$ cat src/rtl/led_matrix_scanner.sv
// led_matrix_scanner: self-timed column scanner with double-buffered frame and per-column blanking.
// Optional MATRIX_MIRROR_EN: columns c >= COLS/2 show column COLS-1-c.
module led_matrix_scanner #(
  parameter int ROWS  = 7,
  parameter int COLS  = 5,
  parameter int DWELL = 1000,
  parameter int BLANK = 16
) (
  input  logic                 clk,
  input  logic                 rst_n,
  input  logic                 enable,
  input  logic [ROWS*COLS-1:0] frame_in,
  input  logic                 load,
  output logic                 pending,
  output logic [COLS-1:0]      col_sel,
  output logic [ROWS-1:0]      rows,
  output logic                 frame_done
);
  localparam int N  = ROWS * COLS;
  localparam int CW = $clog2((DWELL > BLANK ? DWELL : BLANK) + 1);
  localparam int IW = $clog2(COLS);
  localparam logic [CW-1:0] BL_END = CW'(BLANK - 1);
  localparam logic [CW-1:0] DW_END = CW'(DWELL - 1);
  localparam logic [IW-1:0] LAST   = IW'(COLS - 1);
  typedef enum logic {S_BLANK, S_DRIVE} state_t;
  state_t          state;
  logic [CW-1:0]   cnt;
  logic [IW-1:0]   idx;
  logic [IW-1:0]   src;
  logic [N-1:0]    active;
  logic [N-1:0]    shadow;
`ifdef MATRIX_MIRROR_EN
  assign src = (int'(idx) >= COLS / 2) ? IW'(COLS - 1 - int'(idx)) : idx;
`else
  assign src = idx;
`endif
  always_ff @(posedge clk) begin
    if (!rst_n) begin
      state      <= S_BLANK;
      cnt        <= '0;
      idx        <= '0;
      active     <= '0;
      shadow     <= '0;
      pending    <= 1'b0;
      col_sel    <= '0;
      rows       <= '0;
      frame_done <= 1'b0;
    end else begin
      frame_done <= 1'b0;
      if (load) begin
        shadow  <= frame_in;
        pending <= 1'b1;
      end
      if (!enable) begin
        state   <= S_BLANK;
        cnt     <= '0;
        idx     <= '0;
        col_sel <= '0;
        rows    <= '0;
      end else if (state == S_BLANK) begin
        if (cnt == BL_END) begin
          state   <= S_DRIVE;
          cnt     <= '0;
          col_sel <= COLS'(1) << idx;
          rows    <= active[src*ROWS +: ROWS];
        end else cnt <= cnt + 1'b1;
      end else if (cnt == DW_END) begin
        state   <= S_BLANK;
        cnt     <= '0;
        col_sel <= '0;
        rows    <= '0;
        idx     <= (idx == LAST) ? '0 : idx + 1'b1;
        // Frame boundary: swap in the shadow; a same-cycle load keeps pending set.
        if (idx == LAST) begin
          frame_done <= 1'b1;
          if (pending) begin
            active <= shadow;
            if (!load) pending <= 1'b0;
          end
        end
      end else cnt <= cnt + 1'b1;
    end
  end
endmodule

$ cat config.mk
export PLATFORM = sky130hd
export DESIGN_NAME = led_matrix_scanner
export DESIGN_NICKNAME = d
export VERILOG_FILES = /design/src/rtl/led_matrix_scanner.sv
export SDC_FILE = /design/constraint.sdc
export NUM_CORES = 1
export LEC_CHECK = 0
export ABC_CLOCK_PERIOD_IN_PS = 4240
export CAP_MARGIN = 20
export CORE_ASPECT_RATIO = 0.75
export CORE_MARGIN = 10
export CORE_UTILIZATION = 50
export CTS_BUF_LIST = sky130_fd_sc_hd__clkbuf_8
export DETAILED_ROUTE_END_ITERATION = 7
export GPL_ROUTABILITY_DRIVEN = 0
export PLACE_DENSITY = 0.76
export SETUP_SLACK_MARGIN = 0.4
export SYNTH_ARGS = -nofsm -noshare
export SYNTH_HDL_FRONTEND = slang
export SYNTH_SLANG_ARGS = --single-unit
export TNS_END_PERCENT = 5
$ cat constraint.sdc
create_clock -name clk -period 4.24 [get_ports clk]
set_input_delay 0.848 -clock clk [delete_from_list [all_inputs] [get_ports clk]]
set_output_delay 0.848 -clock clk [all_outputs]
set_load 0.02 [all_outputs]
==> impl_metrics.py, run 1 <==
metrics = {
    "run_status": {
        "status": "finished clean",
    },
    "layout": {
        "layout.nets": 489,
        "drive_above_1_share": 0.0780,
        "syn_to_final_growth_pct": 20.0,
        "diodes": 0,
        "utilization": 0.623,
    },
    "sta": {
        "slew_headroom": 0.287,
        "hold_violations": 0,
        "grt_setup_unrepaired": "no",
        "drv_slew": 0,
        "max_freq_mhz": 377,
        "post-route-period-util": 0.626,
        "fin_skew_ps": 9.48,
        "setup_viol": 0,
        "worstMarginPinSlew_ps": 1070,
        "fin_setup_tns_ps": 0,
        "finalCriticalPeriod_ps": 2650,
    },
    "grt": {
        "grt_usage": 0.150,
        "antenna_found_initial": 0,
        "gr-total-overflow": 0,
        "grt_pass1_wl_um": 15600,
        "grt_max_degree": 72,
        "grt_pass1_vias": 3098,
    },
    "critical_path": {
        "critical_path.cell_chain": "clkdlybuf4s50_1 -> and3_1 -> nand3_1 -> o21ai_0 -> a21boi_0",
        "r2r_slack_ps": 1590,
        "crit_path_max_fanout": 35,
        "worstSetupEndpoint": "active[30]",
        "path_delay_family": "simple AND/OR/NAND/NOR gates",
        "rr_startpoint": "idx[0]",
        "critPathArrivalTime_ps": 2900,
        "timing.rr.end": "active[30]",
        "cp_data_required_time_ps": 4490,
        "cp_slowest_stage_delay_ps": 750,
        "path_buf_inv": 1,
        "end_kind": "flip-flop",
        "slowest_stage": "nand3_1",
        "cp-start-kind": "input port",
        "startpoint": "enable",
        "r2r_cells": 6,
        "path_depth": 5,
        "path_class": "in2reg",
    },
    "drt": {
        "first_pass_iters": 4,
        "wl_met3_um": 532,
        "dr_wl_met2_um": 3900,
        "drt-vias-per-instance": 5.56,
        "wl_per_cell_um": 16.7,
        "drtIter0Drc": 261,
        "via_count": 3079,
        "drt-met1-wl_um": 4650,
        "top_layer": "met4",
        "drt_wl_total_um": 9250,
        "drc": 0,
        "ant_nets": 0,
    },
    "cts": {
        "cts.sinks": 98,
        "numCtsBuffers": 9,
        "path_clk_slew_ps": 90,
        "cts_tree": "done",
        "cts-resized-gates": 0,
        "hold_buffers": 0,
        "cts_setup_buffers": 0,
        "clock_path_buffers": 2,
        "cts-root-buf": "clkbuf_8",
        "clock_latency_ps": 370,
        "htree_levels": 3,
    },
    "synth": {
        "syn_avg_cell_area_um2": 10.0,
        "ys_ff_latch": 98,
        "yosysTopAreaCell": "dfxtp_1",
        "synth_top_cells_by_area": "dfxtp_1, mux2i_1, a21boi_0",
        "synth_nets": 457,
        "synth_area_mm2": 0.00413,
        "synth-edff-count": 0,
        "synth_top_cells_by_count": "dfxtp_1, nand3_1, nor2b_1",
        "synthArstFlopShare": 0,
        "yosysUniqueCellTypes": 35,
        "yosys_warnings": 0,
        "yosysTopAreaCellShare": 0.475,
        "synth_seq_area_share": 0.475,
        "postSynthCellCount": 412,
        "dominantRegCellSynth": "dfxtp_1",
        "synthMostInstantiatedCell": "dfxtp_1",
    },
    "die": {
        "rows": 28,
        "start_util": 0.520,
        "core_area_mm2": 0.00795,
        "design.die.area_mm2": 0.0123,
        "io_pins": 53,
        "die_height_um": 98.7,
        "die_w_um": 125,
    },
    "placed_design": {
        "io_buffers": 52,
        "hpwl_um": 6450,
    },
    "worst_hold_path": {
        "hold_start": "cnt[0]",
        "hold_depth": 1,
        "hp-class": "reg2reg",
    },
    "power_and_ir_drop": {
        "cellLeakagePower_nw": 1.78,
        "peakVddDrop_mv": 0.220,
        "p_per_area_mw_per_mm2": 368,
        "power.total_mw": 1.83,
    },
    "flow_run": {
        "max-cap-violations": 0,
    },
}
==> per-layer routing <==
layer,vias up,global-route usage
li1,1539,-
met1,1442,0.204
met2,84,0.215
met3,14,0.0460
met4,0,0.0592
met5,-,0
==> layout by cell type, fill, tap and decap left out, types with 7 or more instances in the layout <==
master           count
dfxtp_1             98
a21oi_1              7
a21boi_0            33
and4_1               8
nand2_1              8
nand3_1             46
a221o_1              7
clkdlybuf4s50_1     51
o21ai_0             35
mux4_2               7
mux2i_1             35
nor2b_1             36
nor2_1              10
clkbuf_8             9
==> final cells by class <==
class	count	area, µm²
Fill cell	672	3000
Tap cell	105	131
Clock inverter	7	141
Multi-Input combinational cell	276	2020
Clock buffer	9	124
Sequential cell	98	1960
Timing Repair Buffer	55	566
Inverter	4	15.0
==> worst register-to-register path, delay by kind of cell (launching register included) <==
kind / cells / cell delay [ps]
simple gates: 2 / 970
compound gates: 2 / 620
flops: 1 / 480
fa+ha+maj: 1 / 250
buf+inv: 1 / 210
==> registers in the layout (all words and copies together) (netlist names) <==
name / count
active: 35
shadow: 35
cnt: 10
rows: 7
col_sel: 5
idx: 3
frame_done: 1
pending: 1
state: 1
==> logic make-up (layout without fill, tap and decap cells) <==
family,Yosys count,count (layout),synth area share
xor gates and xnor gates,8,8,0.0170
AOI/OAI and AO/OA,87,87,0.138
and+or+nand+nor,133,133,0.192
adders and majority gates,6,6,0.0182
DFF,98,98,0.475
muxes,42,42,0.123
buffers and inverters,38,75,0.0369
==> how the worst min path moves through the flow <==
stage | to | slack (ps)
finish | cnt[0] | 460
global route | cnt[0] | 500
CTS | cnt[0] | 460
detailed placement | cnt[0] | 440
global placement | cnt[0] | 430
floorplan | cnt[0] | 410
==> metrics by stage <==
step	cell area (µm²)	setup slack, ps	cells	hold WS (ps)
after floorplan	4130	2110	412	413
after global placement	4650	1280	536	425
after detailed placement	4680	1270	537	439
after CTS	4940	1610	553	462
after global routing	4960	1330	554	497
final	4960	1590	554	461
==> power breakdown <==
part           internal (mW)  total, mW  leakage, nW  switching, mW
Combinational         0.0626      0.101        0.853         0.0389
Sequential             0.941      0.954        0.797         0.0126
Clock                  0.451      0.771        0.129          0.320
Total                   1.45       1.83         1.78          0.371
Note: power is estimated with default switching activity, not from simulation.
==> inputs of run 2 (changes only) <==
ABC_CLOCK_PERIOD_IN_PS = 2200   (was 4240)
PLACE_DENSITY = 0.79   (was 0.76)
clock period = 2.2 ns   (was 4.24 ns; I/O delays follow)
==> run 2 against run 1 <==
Compared with the run above: total power is 81% higher; worst hold slack gained 1.2 ps; worst setup slack got worse by 1200 ps; critical endpoint is now rows[1]; largest cell class unchanged.
==> impl_metrics.py, run 2 (same netlist as run 1, synthesis figures left out) <==
metrics = {
    "cts": {
        "cts.sinks": 98,
        "numCtsBuffers": 9,
        "clock_path_buffers": 2,
        "path_clk_slew_ps": 90,
        "cts-root-buf": "clkbuf_8",
        "clock_latency_ps": 360,
        "htree_levels": 3,
        "cts_tree": "done",
    },
    "power_and_ir_drop": {
        "cellLeakagePower_nw": 1.84,
        "peakVddDrop_mv": 0.364,
        "power.total_mw": 3.30,
        "p_per_area_mw_per_mm2": 653,
    },
    "critical_path": {
        "critical_path.cell_chain": "or4_4 -> or3_4 -> and4_1 -> a221o_1",
        "path_delay_family": "simple AND/OR/NAND/NOR gates",
        "crit_path_max_fanout": 6,
        "cp_slowest_stage_delay_ps": 550,
        "path_buf_inv": 0,
        "end_kind": "flip-flop",
        "cp_data_required_time_ps": 2450,
        "path_class": "reg2reg",
        "cp-start-kind": "flip-flop",
        "slowest_stage": "or4_4",
        "critPathArrivalTime_ps": 2110,
    },
    "placed_design": {
        "dpl_worst_slack_ps": 151,
        "post_dp_cell_area_mm2": 0.00474,
        "hpwl_um": 6560,
        "io_buffers": 52,
    },
    "grt": {
        "grt_pass1_wl_um": 16100,
        "antenna_found_initial": 0,
        "grt_pass1_vias": 3059,
        "grt_max_degree": 72,
        "grt_usage": 0.155,
        "gr-total-overflow": 0,
    },
    "run_status": {
        "status": "finished clean",
    },
    "sta": {
        "worstMarginPinSlew_ps": 553,
        "post-route-period-util": 0.843,
        "grt_setup_unrepaired": "yes",
        "setup_ws_ps": 346,
        "fin_skew_ps": 7.13,
        "setup_viol": 0,
        "finalCriticalPeriod_ps": 1850,
        "fin_setup_tns_ps": 0,
        "drv_slew": 0,
        "slew_headroom": 0.631,
        "max_freq_mhz": 539,
        "hold_violations": 0,
    },
    "drt": {
        "first_pass_iters": 5,
        "wl_per_cell_um": 17.4,
        "drc": 0,
        "via_count": 3247,
        "drt-vias-per-instance": 5.71,
        "drtIter0Drc": 237,
        "drt_wl_total_um": 9930,
        "ant_nets": 0,
    },
    "die": {
        "die_height_um": 98.7,
        "start_util": 0.520,
        "die_w_um": 125,
        "design.die.area_mm2": 0.0123,
        "core_area_mm2": 0.00795,
        "rows": 28,
        "io_pins": 53,
    },
    "layout": {
        "layout.nets": 504,
        "mostFrequentLayoutCell": "dfxtp_1",
        "drive_above_1_share": 0.119,
        "largestRegisters": "active: 35 flops, shadow: 35 flops, cnt: 10 flops",
        "fin_area_mm2": 0.00506,
        "seqCellArea_mm2": 0.00197,
        "multiInputGateArea_mm2": 0.00204,
        "syn_to_final_growth_pct": 22.5,
        "num-fill-cells": 657,
        "final_cell_mix": "dfxtp_1, clkdlybuf4s50_1, nand3_1",
        "utilization": 0.637,
        "diodes": 0,
    },
    "worst_hold_path": {
        "hp-class": "reg2reg",
    },
    "flow_run": {
        "max-cap-violations": 0,
    },
}
## run 2: cell types whose count changed in the layout (fill, tap and decap cells not counted), sizes merged
cell | before | now
clkbuf | 9 | 10
inv | 4 | 5
buf | 4 | 18
bufinv | 4 | 2
or3 | 2 | 3
## run 2: final cells by class
type	count	share of cell area
clock buffer	10	0.0272
clock inverter	6	0.0161
inverter	4	0.00297
multi-input combinational	277	0.403
sequential	98	0.389
tap	105	0.0260
timing repair buffer	69	0.136
## run 2: stage by stage
step / instances / hold slack, ps
after floorplan: 412 / 413
after global placement: 545 / 429
after detailed placement: 545 / 440
after CTS: 564 / 460
after global routing: 569 / 479
final: 569 / 462
## run 2: final timing paths
kind	from	to	slack, ps	cells past startpoint
hold / removal	cnt[0]	cnt[0]	460	1
setup / recovery	cnt[8]	rows[1]	350	4
setup reg to reg	cnt[8]	rows[1]	350	4
hold reg to reg	cnt[0]	cnt[0]	460	1
## run 2: power by group
part	total (mW)	switching [mW]	internal (mW)
Combinational	0.201	0.0769	0.124
Sequential	1.84	0.0249	1.81
Clock	1.27	0.603	0.664
Total	3.30	0.704	2.60
## run 2: repair_timing
item | 4_1_cts | 5_1_grt
setup endpoints to repair | 20 | 66
gates resized for setup | 2 | 9
cloned | 1 | 0
hold buffers | 0 | 0
buffers inserted | 2 | 5
pin swaps | 3 | 9
## run 2: per-layer routing
metal / share of wire / GRT usage / vias to the layer above
li1: - / - / 1571
met1: 0.49 / 0.214 / 1543
met2: 0.44 / 0.228 / 115
met3: 0.059 / 0.0444 / 18
met4: 0.018 / 0.0504 / 0
met5: 0 / 0 / -
